--- src/rtl/demux_pkg.sv ---
// demux_pkg: shared constants and types for the 1-to-4 stream distributor.
//   N_OUT          number of output slots
//   SEL_W          width of the route selector
//   demux_state_t  route-lock state (IDLE: selector drives the route,
//                  LOCKED: route held until the last beat of a burst)
package demux_pkg;

  localparam int N_OUT = 4;
  localparam int SEL_W = 2;

  typedef enum logic {
    IDLE   = 1'b0,
    LOCKED = 1'b1
  } demux_state_t;

endpackage

--- src/rtl/demux_4_stream_if.sv ---
// demux_4_stream_if: handshake bundle of the 1-to-4 stream distributor.
//   in_valid/in_ready/in_data/in_last/selector  producer side
//   out_validN/out_readyN/out_dataN/out_lastN   consumer N side (N=0..3)
//   busy                                        route lock active
// Modports: master = producer/consumer environment, slave = distributor.
interface demux_4_stream_if
  import demux_pkg::*;
#(
  parameter int bus = 4
);

  logic             in_valid;
  logic             in_ready;
  logic [bus-1:0]   in_data;
  logic             in_last;
  logic [SEL_W-1:0] selector;

  logic             out_valid0, out_valid1, out_valid2, out_valid3;
  logic             out_ready0, out_ready1, out_ready2, out_ready3;
  logic [bus-1:0]   out_data0, out_data1, out_data2, out_data3;
  logic             out_last0, out_last1, out_last2, out_last3;

  logic             busy;

  modport master (
    output in_valid, in_data, in_last, selector,
    output out_ready0, out_ready1, out_ready2, out_ready3,
    input  in_ready, busy,
    input  out_valid0, out_valid1, out_valid2, out_valid3,
    input  out_data0, out_data1, out_data2, out_data3,
    input  out_last0, out_last1, out_last2, out_last3
  );

  modport slave (
    input  in_valid, in_data, in_last, selector,
    input  out_ready0, out_ready1, out_ready2, out_ready3,
    output in_ready, busy,
    output out_valid0, out_valid1, out_valid2, out_valid3,
    output out_data0, out_data1, out_data2, out_data3,
    output out_last0, out_last1, out_last2, out_last3
  );

endinterface

--- src/rtl/demux_out_slot.sv ---
// demux_out_slot: one-entry registered output slot with valid/ready handshake.
//   clk, rst            clock, synchronous active-high reset
//   wr_en/wr_data/wr_last  load a beat (caller guarantees the slot is free
//                          or draining this cycle)
//   rd_ready            consumer takes the beat when valid & rd_ready
//   valid/data/last     slot contents
// A write in the same cycle as a read refills the slot, giving one beat/cycle.
module demux_out_slot #(
  parameter int bus = 4
) (
  input  logic           clk,
  input  logic           rst,
  input  logic           wr_en,
  input  logic [bus-1:0] wr_data,
  input  logic           wr_last,
  input  logic           rd_ready,
  output logic           valid,
  output logic [bus-1:0] data,
  output logic           last
);

  always_ff @(posedge clk) begin
    if (rst) begin
      valid <= 1'b0;
      data  <= '0;
      last  <= 1'b0;
    end else if (wr_en) begin
      valid <= 1'b1;
      data  <= wr_data;
      last  <= wr_last;
    end else if (rd_ready) begin
      valid <= 1'b0;
    end
  end

endmodule

--- src/rtl/demux_4_stream.sv ---
// demux_4_stream: 1-to-4 stream distributor with burst route locking.
//   clk, rst   single clock, synchronous active-high reset
//   stream     demux_4_stream_if.slave: input beat, selector, four output
//              slots, busy (1 while a burst holds the route)
//   cnt_o      per-output delivered-beat counters, CNT_W bits each
//              (only when DEMUX_STATS_EN is defined)
// Optional feature macro: DEMUX_STATS_EN.
module demux_4_stream
  import demux_pkg::*;
#(
  parameter int bus   = 4,
  parameter int CNT_W = 16
) (
  input  logic                   clk,
  input  logic                   rst,
  demux_4_stream_if.slave        stream
`ifdef DEMUX_STATS_EN
  ,
  output logic [N_OUT*CNT_W-1:0] cnt_o
`endif
);

  demux_state_t     state;
  logic [SEL_W-1:0] route;
  logic [SEL_W-1:0] sel_eff;
  logic             in_ready;
  logic             accept;
  logic [N_OUT-1:0] wr_en;
  logic [N_OUT-1:0] slot_valid;
  logic [N_OUT-1:0] slot_ready;
  logic [N_OUT-1:0] slot_last;
  logic [bus-1:0]   slot_data [N_OUT];

  assign slot_ready = {stream.out_ready3, stream.out_ready2,
                       stream.out_ready1, stream.out_ready0};

  // Route select and write decode: a slot accepts when empty or draining now.
  assign sel_eff  = (state == LOCKED) ? route : stream.selector;
  assign in_ready = ~slot_valid[sel_eff] | slot_ready[sel_eff];
  assign accept   = stream.in_valid & in_ready;

  always_comb begin
    wr_en = '0;
    if (accept) wr_en[sel_eff] = 1'b1;
  end

  // Output slots
  for (genvar i = 0; i < N_OUT; i++) begin : g_slot
    demux_out_slot #(.bus(bus)) u_slot (
      .clk      (clk),
      .rst      (rst),
      .wr_en    (wr_en[i]),
      .wr_data  (stream.in_data),
      .wr_last  (stream.in_last),
      .rd_ready (slot_ready[i]),
      .valid    (slot_valid[i]),
      .data     (slot_data[i]),
      .last     (slot_last[i])
    );
  end

  // Route lock FSM; busy is registered alongside the state.
  always_ff @(posedge clk) begin
    if (rst) begin
      state       <= IDLE;
      route       <= '0;
      stream.busy <= 1'b0;
    end else if (accept) begin
      case (state)
        IDLE: begin
          if (!stream.in_last) begin
            state       <= LOCKED;
            route       <= stream.selector;
            stream.busy <= 1'b1;
          end
        end
        LOCKED: begin
          if (stream.in_last) begin
            state       <= IDLE;
            stream.busy <= 1'b0;
          end
        end
        default: state <= IDLE;
      endcase
    end
  end

  assign stream.in_ready   = in_ready;
  assign stream.out_valid0 = slot_valid[0];
  assign stream.out_valid1 = slot_valid[1];
  assign stream.out_valid2 = slot_valid[2];
  assign stream.out_valid3 = slot_valid[3];
  assign stream.out_data0  = slot_data[0];
  assign stream.out_data1  = slot_data[1];
  assign stream.out_data2  = slot_data[2];
  assign stream.out_data3  = slot_data[3];
  assign stream.out_last0  = slot_last[0];
  assign stream.out_last1  = slot_last[1];
  assign stream.out_last2  = slot_last[2];
  assign stream.out_last3  = slot_last[3];

`ifdef DEMUX_STATS_EN
  // Delivered-beat counters, wrapping modulo 2^CNT_W.
  logic [CNT_W-1:0] cnt [N_OUT];

  always_ff @(posedge clk) begin
    if (rst) begin
      for (int i = 0; i < N_OUT; i++) cnt[i] <= '0;
    end else begin
      for (int i = 0; i < N_OUT; i++)
        if (slot_valid[i] && slot_ready[i]) cnt[i] <= cnt[i] + 1'b1;
    end
  end

  for (genvar i = 0; i < N_OUT; i++) begin : g_cnt
    assign cnt_o[i*CNT_W +: CNT_W] = cnt[i];
  end
`else
  localparam int unused_cnt_w = CNT_W;
`endif

endmodule

--- src/flat_wrapper.sv ---
// flat-port wrapper written by rule: the top's interface ports become plain ports
module demux_4_stream_flat import demux_pkg::*;
#(
  parameter int bus   = 4,
  parameter int CNT_W = 16
)
  (clk, rst, stream_in_valid, stream_in_data, stream_in_last, stream_selector, stream_out_ready0, stream_out_ready1, stream_out_ready2, stream_out_ready3, stream_in_ready, stream_busy, stream_out_valid0, stream_out_valid1, stream_out_valid2, stream_out_valid3, stream_out_data0, stream_out_data1, stream_out_data2, stream_out_data3, stream_out_last0, stream_out_last1, stream_out_last2, stream_out_last3);
  demux_4_stream_if #(.bus(bus)) stream_i ();
  input  logic clk;
  input  logic rst;
  input wire logic [$bits(stream_i.in_valid)-1:0] stream_in_valid;
  input wire logic [$bits(stream_i.in_data)-1:0] stream_in_data;
  input wire logic [$bits(stream_i.in_last)-1:0] stream_in_last;
  input wire logic [$bits(stream_i.selector)-1:0] stream_selector;
  input wire logic [$bits(stream_i.out_ready0)-1:0] stream_out_ready0;
  input wire logic [$bits(stream_i.out_ready1)-1:0] stream_out_ready1;
  input wire logic [$bits(stream_i.out_ready2)-1:0] stream_out_ready2;
  input wire logic [$bits(stream_i.out_ready3)-1:0] stream_out_ready3;
  output wire logic [$bits(stream_i.in_ready)-1:0] stream_in_ready;
  output wire logic [$bits(stream_i.busy)-1:0] stream_busy;
  output wire logic [$bits(stream_i.out_valid0)-1:0] stream_out_valid0;
  output wire logic [$bits(stream_i.out_valid1)-1:0] stream_out_valid1;
  output wire logic [$bits(stream_i.out_valid2)-1:0] stream_out_valid2;
  output wire logic [$bits(stream_i.out_valid3)-1:0] stream_out_valid3;
  output wire logic [$bits(stream_i.out_data0)-1:0] stream_out_data0;
  output wire logic [$bits(stream_i.out_data1)-1:0] stream_out_data1;
  output wire logic [$bits(stream_i.out_data2)-1:0] stream_out_data2;
  output wire logic [$bits(stream_i.out_data3)-1:0] stream_out_data3;
  output wire logic [$bits(stream_i.out_last0)-1:0] stream_out_last0;
  output wire logic [$bits(stream_i.out_last1)-1:0] stream_out_last1;
  output wire logic [$bits(stream_i.out_last2)-1:0] stream_out_last2;
  output wire logic [$bits(stream_i.out_last3)-1:0] stream_out_last3;
  assign stream_i.in_valid = stream_in_valid;
  assign stream_i.in_data = stream_in_data;
  assign stream_i.in_last = stream_in_last;
  assign stream_i.selector = stream_selector;
  assign stream_i.out_ready0 = stream_out_ready0;
  assign stream_i.out_ready1 = stream_out_ready1;
  assign stream_i.out_ready2 = stream_out_ready2;
  assign stream_i.out_ready3 = stream_out_ready3;
  assign stream_in_ready = stream_i.in_ready;
  assign stream_busy = stream_i.busy;
  assign stream_out_valid0 = stream_i.out_valid0;
  assign stream_out_valid1 = stream_i.out_valid1;
  assign stream_out_valid2 = stream_i.out_valid2;
  assign stream_out_valid3 = stream_i.out_valid3;
  assign stream_out_data0 = stream_i.out_data0;
  assign stream_out_data1 = stream_i.out_data1;
  assign stream_out_data2 = stream_i.out_data2;
  assign stream_out_data3 = stream_i.out_data3;
  assign stream_out_last0 = stream_i.out_last0;
  assign stream_out_last1 = stream_i.out_last1;
  assign stream_out_last2 = stream_i.out_last2;
  assign stream_out_last3 = stream_i.out_last3;
  demux_4_stream #(.bus(bus), .CNT_W(CNT_W)) u_core (.clk(clk), .rst(rst), .stream(stream_i));
endmodule
--- config.mk ---
export PLATFORM = sky130hd
export DESIGN_NAME = demux_4_stream_flat
export DESIGN_NICKNAME = d
export VERILOG_FILES = /design/src/rtl/demux_pkg.sv /design/src/rtl/demux_4_stream_if.sv /design/src/rtl/demux_out_slot.sv /design/src/rtl/demux_4_stream.sv /design/src/flat_wrapper.sv
export SDC_FILE = /design/constraint.sdc
export NUM_CORES = 1
export LEC_CHECK = 0
export CAP_MARGIN = 20
export CORE_MARGIN = 2
export CORE_UTILIZATION = 44
export DETAILED_ROUTE_END_ITERATION = 6
export PLACE_DENSITY = 0.78
export SYNTH_ARGS = -nofsm -noshare
export SYNTH_HDL_FRONTEND = slang
export SYNTH_SLANG_ARGS = --single-unit
--- constraint.sdc ---
create_clock -name clk -period 2.1 [get_ports clk]
set_input_delay 0.315 -clock clk [delete_from_list [all_inputs] [get_ports clk]]
set_output_delay 0.315 -clock clk [all_outputs]
set_load 0.02 [all_outputs]
==> Yosys cells after proc, flatten, opt, wreduce, memory -nomap -nowiden <==
Cells that the tools add are included.
{ "totals": {"regBits": 28, "inputBits": 14, "out_inout_bits": 26, "word_cells": 51} }
{ "classes": {"magnitude_cmp": 2, "n_eq_ne": 2, "n_mux": 20, "n_bitwise": 5, "n_reduce_logical": 7} }
{ "ops": {"columns": ["operator", "n"], "rows": [
  ["$mux 1", 14],
  ["$reduce_bool 2->1", 4],
  ["$reduce_and 3->1", 2],
  ["$bmux 1 s2", 2],
  ["$mux 4", 1],
  ["$ne 2x2->1 const B", 2],
  ["$lt 2x3->1 const B", 1],
  ["$not 1->1", 3],
  ["$demux 1 s2", 1],
  ["$ge 2x1->1 const B", 1],
  ["$mux 2", 1],
  ["$pmux 1 s2", 1],
  ["$and 1x1->1", 1],
  ["$logic_and 1x1->1", 1],
  ["$or 1x1->1", 1]
]} }

==> Longest topological paths before layout <==
Gate-level depths: netlist of run 1.
{ "logic_depth": {"ltp_word": 8, "ltp_mapped": 6, "ltp_nobuf": 6} }

==> Modules after synthesis <==
Synthesis of run 1 repeated with hierarchy kept, for this count alone.
{ "hier_totals": {"hier_cells": 128, "area_unflattened_um2": 1227.4} }
{ "modules_own_cells": {"columns": ["mod", "n_inst", "cells_each", "area_per_inst_um2", "seq_area_each_um2"], "rows": [
  ["demux_out_slot", 4, 20, 215.2, 120.1],
  ["demux_4_stream", 1, 48, 366.6, 80.1]
]} }

==> Worst setup path after synthesis of run 1 <==
No wires, ideal clock.
{ "synth_timing": {"path_type": "reg2out", "from": "register u_core.state", "to": "output port stream_in_ready", "t_arrival_ns": 1.359, "required_time_ns": 1.785, "slack_ns": 0.426, "path_stages_with_launch": 3, "path_buffers": 0, "path_cell_list": "dfxtp_1 mux2i_1 mux2i_1"} }
{ "synth_via": {"elab_chain_len": 5, "elab_cells_between_ends": 7, "cone_classes": "mux: 5; bitwise: 2"} }
{ "synth_rtl": {"columns": ["item", "line_no", "source"], "rows": [
  ["start, declared", "demux_4_stream.sv:23", "demux_state_t state;"],
  ["start signal, assigned", "demux_4_stream.sv:65", "state <= IDLE;"],
  ["start signal, assigned", "demux_4_stream.sv:72", "state <= LOCKED;"],
  ["start signal, assigned", "demux_4_stream.sv:79", "state <= IDLE;"],
  ["$mux 2 (*)", "demux_4_stream.sv:38", "assign sel_eff = (state == LOCKED) ? route : stream.selector;"],
  ["$bmux 1 s2", "demux_4_stream.sv:39", "assign in_ready = ~slot_valid[sel_eff] | slot_ready[sel_eff];"],
  ["$mux 1 (not written as such)", "demux_4_stream.sv:39", null],
  ["$not 1->1", "demux_4_stream.sv:39", null],
  ["$or 1x1->1 (*)", "demux_4_stream.sv:39", null],
  ["end, declared", "flat_wrapper.sv:19", "output wire logic [$bits(stream_i.in_ready)-1:0] stream_in_ready;"]
]} }
Every way passes the cells marked *; elsewhere a longest branch is shown, timed or not. The select of a mux whose other input is x is not followed.

==> Worst setup path in the final report of run 1 <==
Same ends and word-level chain as after synthesis.

==> summary.md, run 1 <==
| Metric | Value |
|---|---|
| Status | `finished, final reports clean` |
| Detail Route Antenna Nets | `0` |
| Rows | `18` |
| Worst skew pair latency | `around 0.32 ns` |
| WL/cell | `13.03 um` |
| Port Buffer Count | `39` |
| Synthesized netlist cell count | `around 120` |
| Final setup vio count | `0` |
| Post-CTS Hold Buffers | `0` |
| Total wire length | `2.659 mm` |
| Post-synth EDFFs | `0` |
| Area Overhead vs Synth | `53.89%` |
| Clock sink count | `28` |
| Final Hold Fails | `0` |
| Critical Path RT | `around 1.8 ns` |
| Synth top area share | `between 40% and 50%` |
| Placer Congestion | `around 0.76` |
| RR Endpoint | `u_core.state$_SDFFE_PP0P_` |
| Syn_nets | `130` |
| Reg-to-reg startpoint | `u_core.state$_SDFFE_PP0P_` |
| Die area | `just over 3000 um^2` |
| Rel. slew slack | `79.47%` |
| NumNets Final | `190` |
| Critical path peak fanout | `3` |
| Synth top area cells | `dfxtp_1 (48%), mux2i_1 (22%), nor2_1 (7.5%), nand2b_1 (4.3%), mux2_1 (1.9%)` |
| Peak supply drop | `~0.6 mV` |
| Vias per cell | `about 5` |
| Hold slack | `0.5134 ns` |
| H-tree depth | `1` |
| Setup Crit Path Kind | `flop to output pin` |
| Setup Total Neg Slack | `0 ns` |
| Leakage | `about 0.82 nW` |
| Max Clock Skew | `around 0.0023 ns` |
| CTS root buffer | `clkbuf_4` |
| Sequential fraction of the synthesis area | `approximately half` |
| Core box area | `approximately 2500 um^2` |
| Diode count | `0` |
| Largest net degree at the start of global routing | `17` |
| First drt pass iteration count | `4` |
| Startpoint Class | `flop` |
| Initial Util | `roughly 47%` |
| Pwr dens | `662.1 nW/um^2` |
| Slew Limit Fails | `0` |
| Worst EP arrival | `~1.7 ns` |
| Setup WS pre-CTS | `-0.1334 ns` |
| Total number of vias | `1,021` |
| Die Y | `55.32 um` |
| Synthesized area per cell | `between 10 and 15 um^2` |
| DR DRC count | `0` |
| Syn Std Cell Area | `around 1200 um^2` |
| Number of max-cap violations | `0` |
| Commonest cells in the synthesized netlist | `dfxtp_1 (28), mux2i_1 (26), nor2_1 (23), nand2b_1 (8)` |
| Initial antenna violation count | `0` |
| Post-route setup slack | `just over 0.07 ns` |
| Yosys warning count | `0` |
| Initial DRC Count | `20` |
| F_max | `493.2 MHz` |
| Clock transition at the registers of the reported paths | `0.14 ns` |
| Worst R2R Path Depth | `6` |
| Min cycle time layout | `slightly above 2 ns` |
| Top_reg_cell synth | `dfxtp_1` |
| Critical path capture point type | `output pin` |
| Layout cells sized above 1 | `roughly 17%` |
| Ys async rst share | `0%` |
| Total grt overflow | `0` |
| Hold crit path type | `flop to flop` |
| Hpwl dp | `2.074 mm` |
| Most frequent cell after synthesis | `dfxtp_1` |
| Distinct cell type count after synthesis | `19` |
| Worst hold stages | `2` |
| Top cell type by total area after synthesis | `dfxtp_1` |
| CTS Buf Count | `3` |
| Crit share post-route | `a little over nine tenths` |
| Number of synthesized register bits | `28` |
| Die W | `~55 um` |
| Ports | `40` |
| CTS tree | `built` |
| Actual slew at the worst max-slew pin | `between 0.3 and 0.4 ns` |
| Reg2Reg Setup Slack | `~0.38 ns` |
| CTS max path bufs | `2` |
| Worst Hold Endpoint | `u_core.route[1]$_SDFFE_PP0P_` |
| Hold Startpoint | `u_core.route[1]$_SDFFE_PP0P_` |
| Vias in the first global route | `1,028` |
| Global-route usage over all layers | `~19%` |
| First-pass GRT wire length | `between 4 and 5 mm` |
registers in the layout (all words and copies together), names as in the netlist:
register / cells
u_core.state: 1
u_core.g_slot.u_slot.valid: 4
u_core.stream.busy: 1
u_core.g_slot.u_slot.last: 4
u_core.route: 2
u_core.g_slot.u_slot.data: 16
worst max path at each step:
stage | from | end | slack (ns) | cells after the start
global route | u_core.state$_SDFFE_PP0P_ | stream_in_ready | -0.009 | 4
detailed placement | stream_selector[0] | stream_in_ready | -0.13 | 5
CTS | u_core.state$_SDFFE_PP0P_ | stream_in_ready | 0.05 | 4
floorplan | u_core.state$_SDFFE_PP0P_ | stream_in_ready | 0.43 | 2
finish | u_core.state$_SDFFE_PP0P_ | stream_in_ready | 0.07 | 4
global placement | stream_selector[0] | stream_in_ready | -0.09 | 5
power breakdown:
group          internal (mW)  switching, mW  total [mW]  leakage, nW
clock network          0.193          0.154       0.347       0.0279
registers              0.560         0.0175       0.578        0.228
logic                  0.138          0.118       0.256        0.565
total                  0.892          0.289        1.18        0.821
cells in the final DEF (no fill, tap or decap), types with 2 or more instances in the layout:
master | synthesis | final
dfxtp_1 | 28 | 27
nand2_1 | 4 | 4
nand3_1 | 2 | 2
buf_4 | 0 | 20
o22ai_1 | 3 | 3
a21oi_1 | 4 | 4
nor2_1 | 23 | 23
nor2b_1 | 2 | 2
clkbuf_4 | 0 | 3
inv_1 | 2 | 2
nand2b_1 | 8 | 8
clkdlybuf4s50_1 | 0 | 38
mux2_1 | 2 | 2
mux2i_1 | 26 | 26
final cells by class:
type	instances	area, um^2
Fill cell	197	694.4
Sequential cell	28	561.8
Clock buffer	3	22.52
Inverter	2	7.507
Clock inverter	1	30.03
Multi-Input combinational cell	81	584.3
Tap cell	30	37.54
Timing Repair Buffer	59	539.3
routing by layer:
layer / share of wire (%) / GRT usage [%] / vias to the layer above / routed length (um)
met2: 48 / 29.42 / 27 / 1274
li1: - / - / 512 / -
met3: 5.1 / 4.450 / 2 / 135
met4: 0.71 / 5.226 / 0 / 19
met1: 46 / 25.11 / 480 / 1231
met5: 0 / 0 / - / 0
logic make-up after synthesis:
| kind of cell | synth area share (%) |
|---|---|
| simple gates | 18.68 |
| mux | 26.57 |
| flops | 48.38 |
| compound gates | 3.348 |
| buf+inv | 1.944 |
| fa+ha+maj | 1.080 |
what timing repair did:
item	4_1_cts	5_1_grt
endpoints found under the setup margin	1	1
resized for setup	2	1
setup buffers	0	2
metrics by stage:
step,util (%),instances,instance area (um^2),power [mW]
3_3_place_gp,68.89,198,1707,0.8344
4_1_cts,71.01,202,1759,1.193
3_5_place_dp,68.89,198,1707,0.8419
2_1_floorplan,-,115,1159,0.7167
5_1_grt,71.97,204,1783,1.244
6_report,71.97,204,1783,1.180
critical path: stages (launching register included):
cell           delay [ns]
dfxtp_2              0.41
mux2i_4              0.29
mux2i_1              0.27
mux2i_1              0.10
dlygate4sd2_1        0.32
Power figures use the tool's default switching activity.
==> run 2: changes to the inputs <==
--- a/config.mk
+++ b/config.mk
@@ -9,6 +9,7 @@
 export CORE_MARGIN = 2
 export CORE_UTILIZATION = 44
 export DETAILED_ROUTE_END_ITERATION = 6
+export HOLD_SLACK_MARGIN = 0.02
 export PLACE_DENSITY = 0.78
 export SYNTH_ARGS = -nofsm -noshare
 export SYNTH_HDL_FRONTEND = slang
==> results of run 2 <==
Final layout, timing and power as in run 1 (identical DEF).
==> run 3: changes to the inputs <==
--- a/config.mk
+++ b/config.mk
@@ -11,6 +11,7 @@
 export DETAILED_ROUTE_END_ITERATION = 6
 export HOLD_SLACK_MARGIN = 0.02
 export PLACE_DENSITY = 0.78
+export REMOVE_ABC_BUFFERS = 1
 export SYNTH_ARGS = -nofsm -noshare
 export SYNTH_HDL_FRONTEND = slang
 export SYNTH_SLANG_ARGS = --single-unit
==> summary.md, run 3 (synthesis results as in run 1) <==
| Metric | Value |
|---|---|
| Status | `finished, final reports clean` |
| RSZ-0062 raised after global routing | `no` |
| H-tree depth | `1 (unchanged)` |
| Top flop regs | `u_core.g_slot.u_slot.data: 16 flops, u_core.g_slot.u_slot.last: 4 flops, u_core.g_slot.u_slot.valid: 4 flops` |
| Hold Startpoint | `u_core.g_slot[1].u_slot.data[3]$_SDFFE_PP0P_` |
| Critical Path RT | `1.78 ns (about the same)` |
| Worst skew pair latency | `0.31 ns (about the same)` |
| Clock transition at the registers of the reported paths | `0.14 ns (about the same)` |
| Max reg flops | `16 (unchanged)` |
| Number of max-cap violations | `0 (unchanged)` |
| Initial Util | `46.77% (unchanged)` |
| Worst Hold Endpoint | `u_core.g_slot[1].u_slot.data[3]$_SDFFE_PP0P_` |
| Critical path peak fanout | `4 (+1)` |
| P_int | `0.7669 mW (-14%)` |
| Actual slew at the worst max-slew pin | `0.5791 ns (+0.2711 ns)` |
| Commonest non-fill, non-tap cell in the layout | `clkdlybuf4s50_1` |
| Critical path capture point type | `output pin` |
| Ports | `40 (unchanged)` |
| Rel. slew slack | `61.27% (-18 points)` |
| Sw power | `0.2831 mW (-2.0%)` |
| F_max | `524.2 MHz (+6.3%)` |
| Initial antenna violation count | `0 (unchanged)` |
| Sw frac | `26.96% (+2.5 points)` |
| CTS Buf Count | `3 (unchanged)` |
| CTS root buffer | `clkbuf_4` |
| Detail Route Antenna Nets | `0 (unchanged)` |
| Total number of vias | `1,035 (+1.4%)` |
| NumNets Final | `189 (-0.53%)` |
| Min cycle time layout | `1.908 ns (-0.1200 ns)` |
| Peak supply drop | `0.5244 mV (-13%)` |
| First-pass GRT wire length | `4.726 mm (+1.5%)` |
| Worst R2R Path Depth | `6 (unchanged)` |
| Initial DRC Count | `26 (+30%)` |
| WL/cell | `14.19 um (+8.9%)` |
| Die W | `55.32 um (unchanged)` |
| Total wire length | `2.866 mm (+7.8%)` |
| Vias per cell | `5.124 (+2.4%)` |
| Hpwl dp | `2.151 mm (+3.7%)` |
| Worst EP arrival | `1.59 ns (-0.12 ns)` |
| Setup WS pre-CTS | `-0.2157 ns (-0.08225 ns)` |
| Post-CTS Hold Buffers | `0 (unchanged)` |
| Placer Congestion | `0.8548 (+12%)` |
| Gate power share | `25.0% (+3.3 points)` |
| Post-route setup slack | `0.1923 ns (+0.1200 ns)` |
| Core box area | `2477 um^2 (unchanged)` |
| Die Y | `55.32 um (unchanged)` |
| RR Endpoint | `u_core.g_slot[0].u_slot.data[3]$_SDFFE_PP0P_` |
| First drt pass iteration count | `4 (unchanged)` |
| Port Buffer Count | `39 (unchanged)` |
| Final setup vio count | `0 (unchanged)` |
| Layout cells sized above 1 | `17.44% (+0.78 points)` |
| Diode count | `0 (unchanged)` |
| Clock sink count | `28 (unchanged)` |
| Slew Limit Fails | `0 (unchanged)` |
| Startpoint Class | `flop` |
| Area Overhead vs Synth | `51.19%` |
| Largest Register | `u_core.g_slot.u_slot.data` |
| Setup Crit Path Kind | `flop to output pin` |
| Hold crit path type | `flop to flop` |
| Sequential share of power | `55.0% (+6.1 points)` |
| Power share of the clock group | `20.0% (-9.4 points)` |
| Global-route usage over all layers | `18.88% (+0.35 points)` |
| Max Clock Skew | `0.006966 ns (+0.004705 ns)` |
| Final core utilization | `70.71% (-1.3 points)` |
| CTS tree | `built` |
| Setup Total Neg Slack | `0 ns (unchanged)` |
| Largest net degree at the start of global routing | `18 (+1)` |
| Vias in the first global route | `1,051 (+2.2%)` |
| Rows | `18 (unchanged)` |
| Pwr dens | `599.4 nW/um^2 (-9.5%)` |
| Reg2Reg Setup Slack | `0.41 ns (+0.03 ns)` |
| Leakage | `0.7987 nW (-2.7%)` |
| Most frequent cells in the layout | `clkdlybuf4s50_1 (38), dfxtp_1 (27), mux2i_1 (24)` |
| Die area | `3060 um^2 (unchanged)` |
| Total grt overflow | `0 (unchanged)` |
| Crit share post-route | `90.84% (-5.7 points)` |
| Reg-to-reg startpoint | `u_core.state$_SDFFE_PP0P_` |
| Final Hold Fails | `0 (unchanged)` |
| DR DRC count | `0 (unchanged)` |
| Worst hold stages | `2 (unchanged)` |
| CTS max path bufs | `2 (unchanged)` |
==> run 3: layout make-up <==
class                   instances  area, um^2
fillers                       198       725.7
multi-input cells              81       591.8
flip-flops and latches         28       564.3
repair buffers                 58       528.0
well taps                      30       37.54
clock buffers                   3       22.52
inverters                       2       7.507
==> run 3: critical path: stages, from the launching register on <==
cell	delay, ns
dfxtp_4	0.41
mux2i_4	0.29
mux2i_2	0.29
mux2i_1	0.12
clkbuf_2	0.17
==> run 3: through the flow <==
step,power [mW],instances,cell area [um^2],hold slack [ns]
final,1.050,202,1752,0.5107
after global routing,1.101,202,1752,0.5467
after CTS,1.051,199,1729,0.5173
after detailed placement,0.8389,196,1692,0.4824
after global placement,0.8312,196,1692,0.4761
after floorplan,0.7080,111,1144,0.3841
==> run 3: worst max path at each step <==
stage | depth (start not counted) | from | endpoint | slack, ns
floorplan | 2 | u_core.state$_SDFFE_PP0P_ | stream_in_ready | 0.43
global placement | 5 | stream_selector[0] | stream_in_ready | -0.1
detailed placement | 5 | stream_selector[0] | stream_in_ready | -0.22
CTS | 4 | u_core.state$_SDFFE_PP0P_ | stream_in_ready | 0.03
global route | 4 | u_core.state$_SDFFE_PP0P_ | stream_in_ready | 0.12
finish | 4 | u_core.state$_SDFFE_PP0P_ | stream_in_ready | 0.19
==> run 3: repair_timing <==
action,CTS,global route
resized for setup,5,3
pin swaps,0,0
buffers inserted,0,3
setup endpoints to repair,1,1
==> run 3: power groups by stage <==
stage | Combinational (mW) | Clock (mW) | Sequential (mW)
after floorplan | 0.0924 | 0 | 0.616
after global placement | 0.244 | 0 | 0.588
after detailed placement | 0.250 | 0 | 0.589
after CTS | 0.254 | 0.218 | 0.579
after global routing | 0.281 | 0.239 | 0.582
final | 0.262 | 0.210 | 0.578
==> run 3: routing by layer <==
layer / vias to the layer above / GRT usage (%) / part of all wire (%)
met5: - / 0 / 0
met4: 0 / 4.181 / 1.9
met3: 6 / 4.684 / 5.8
met2: 37 / 32.48 / 48
met1: 482 / 23.82 / 44
li1: 510 / - / -
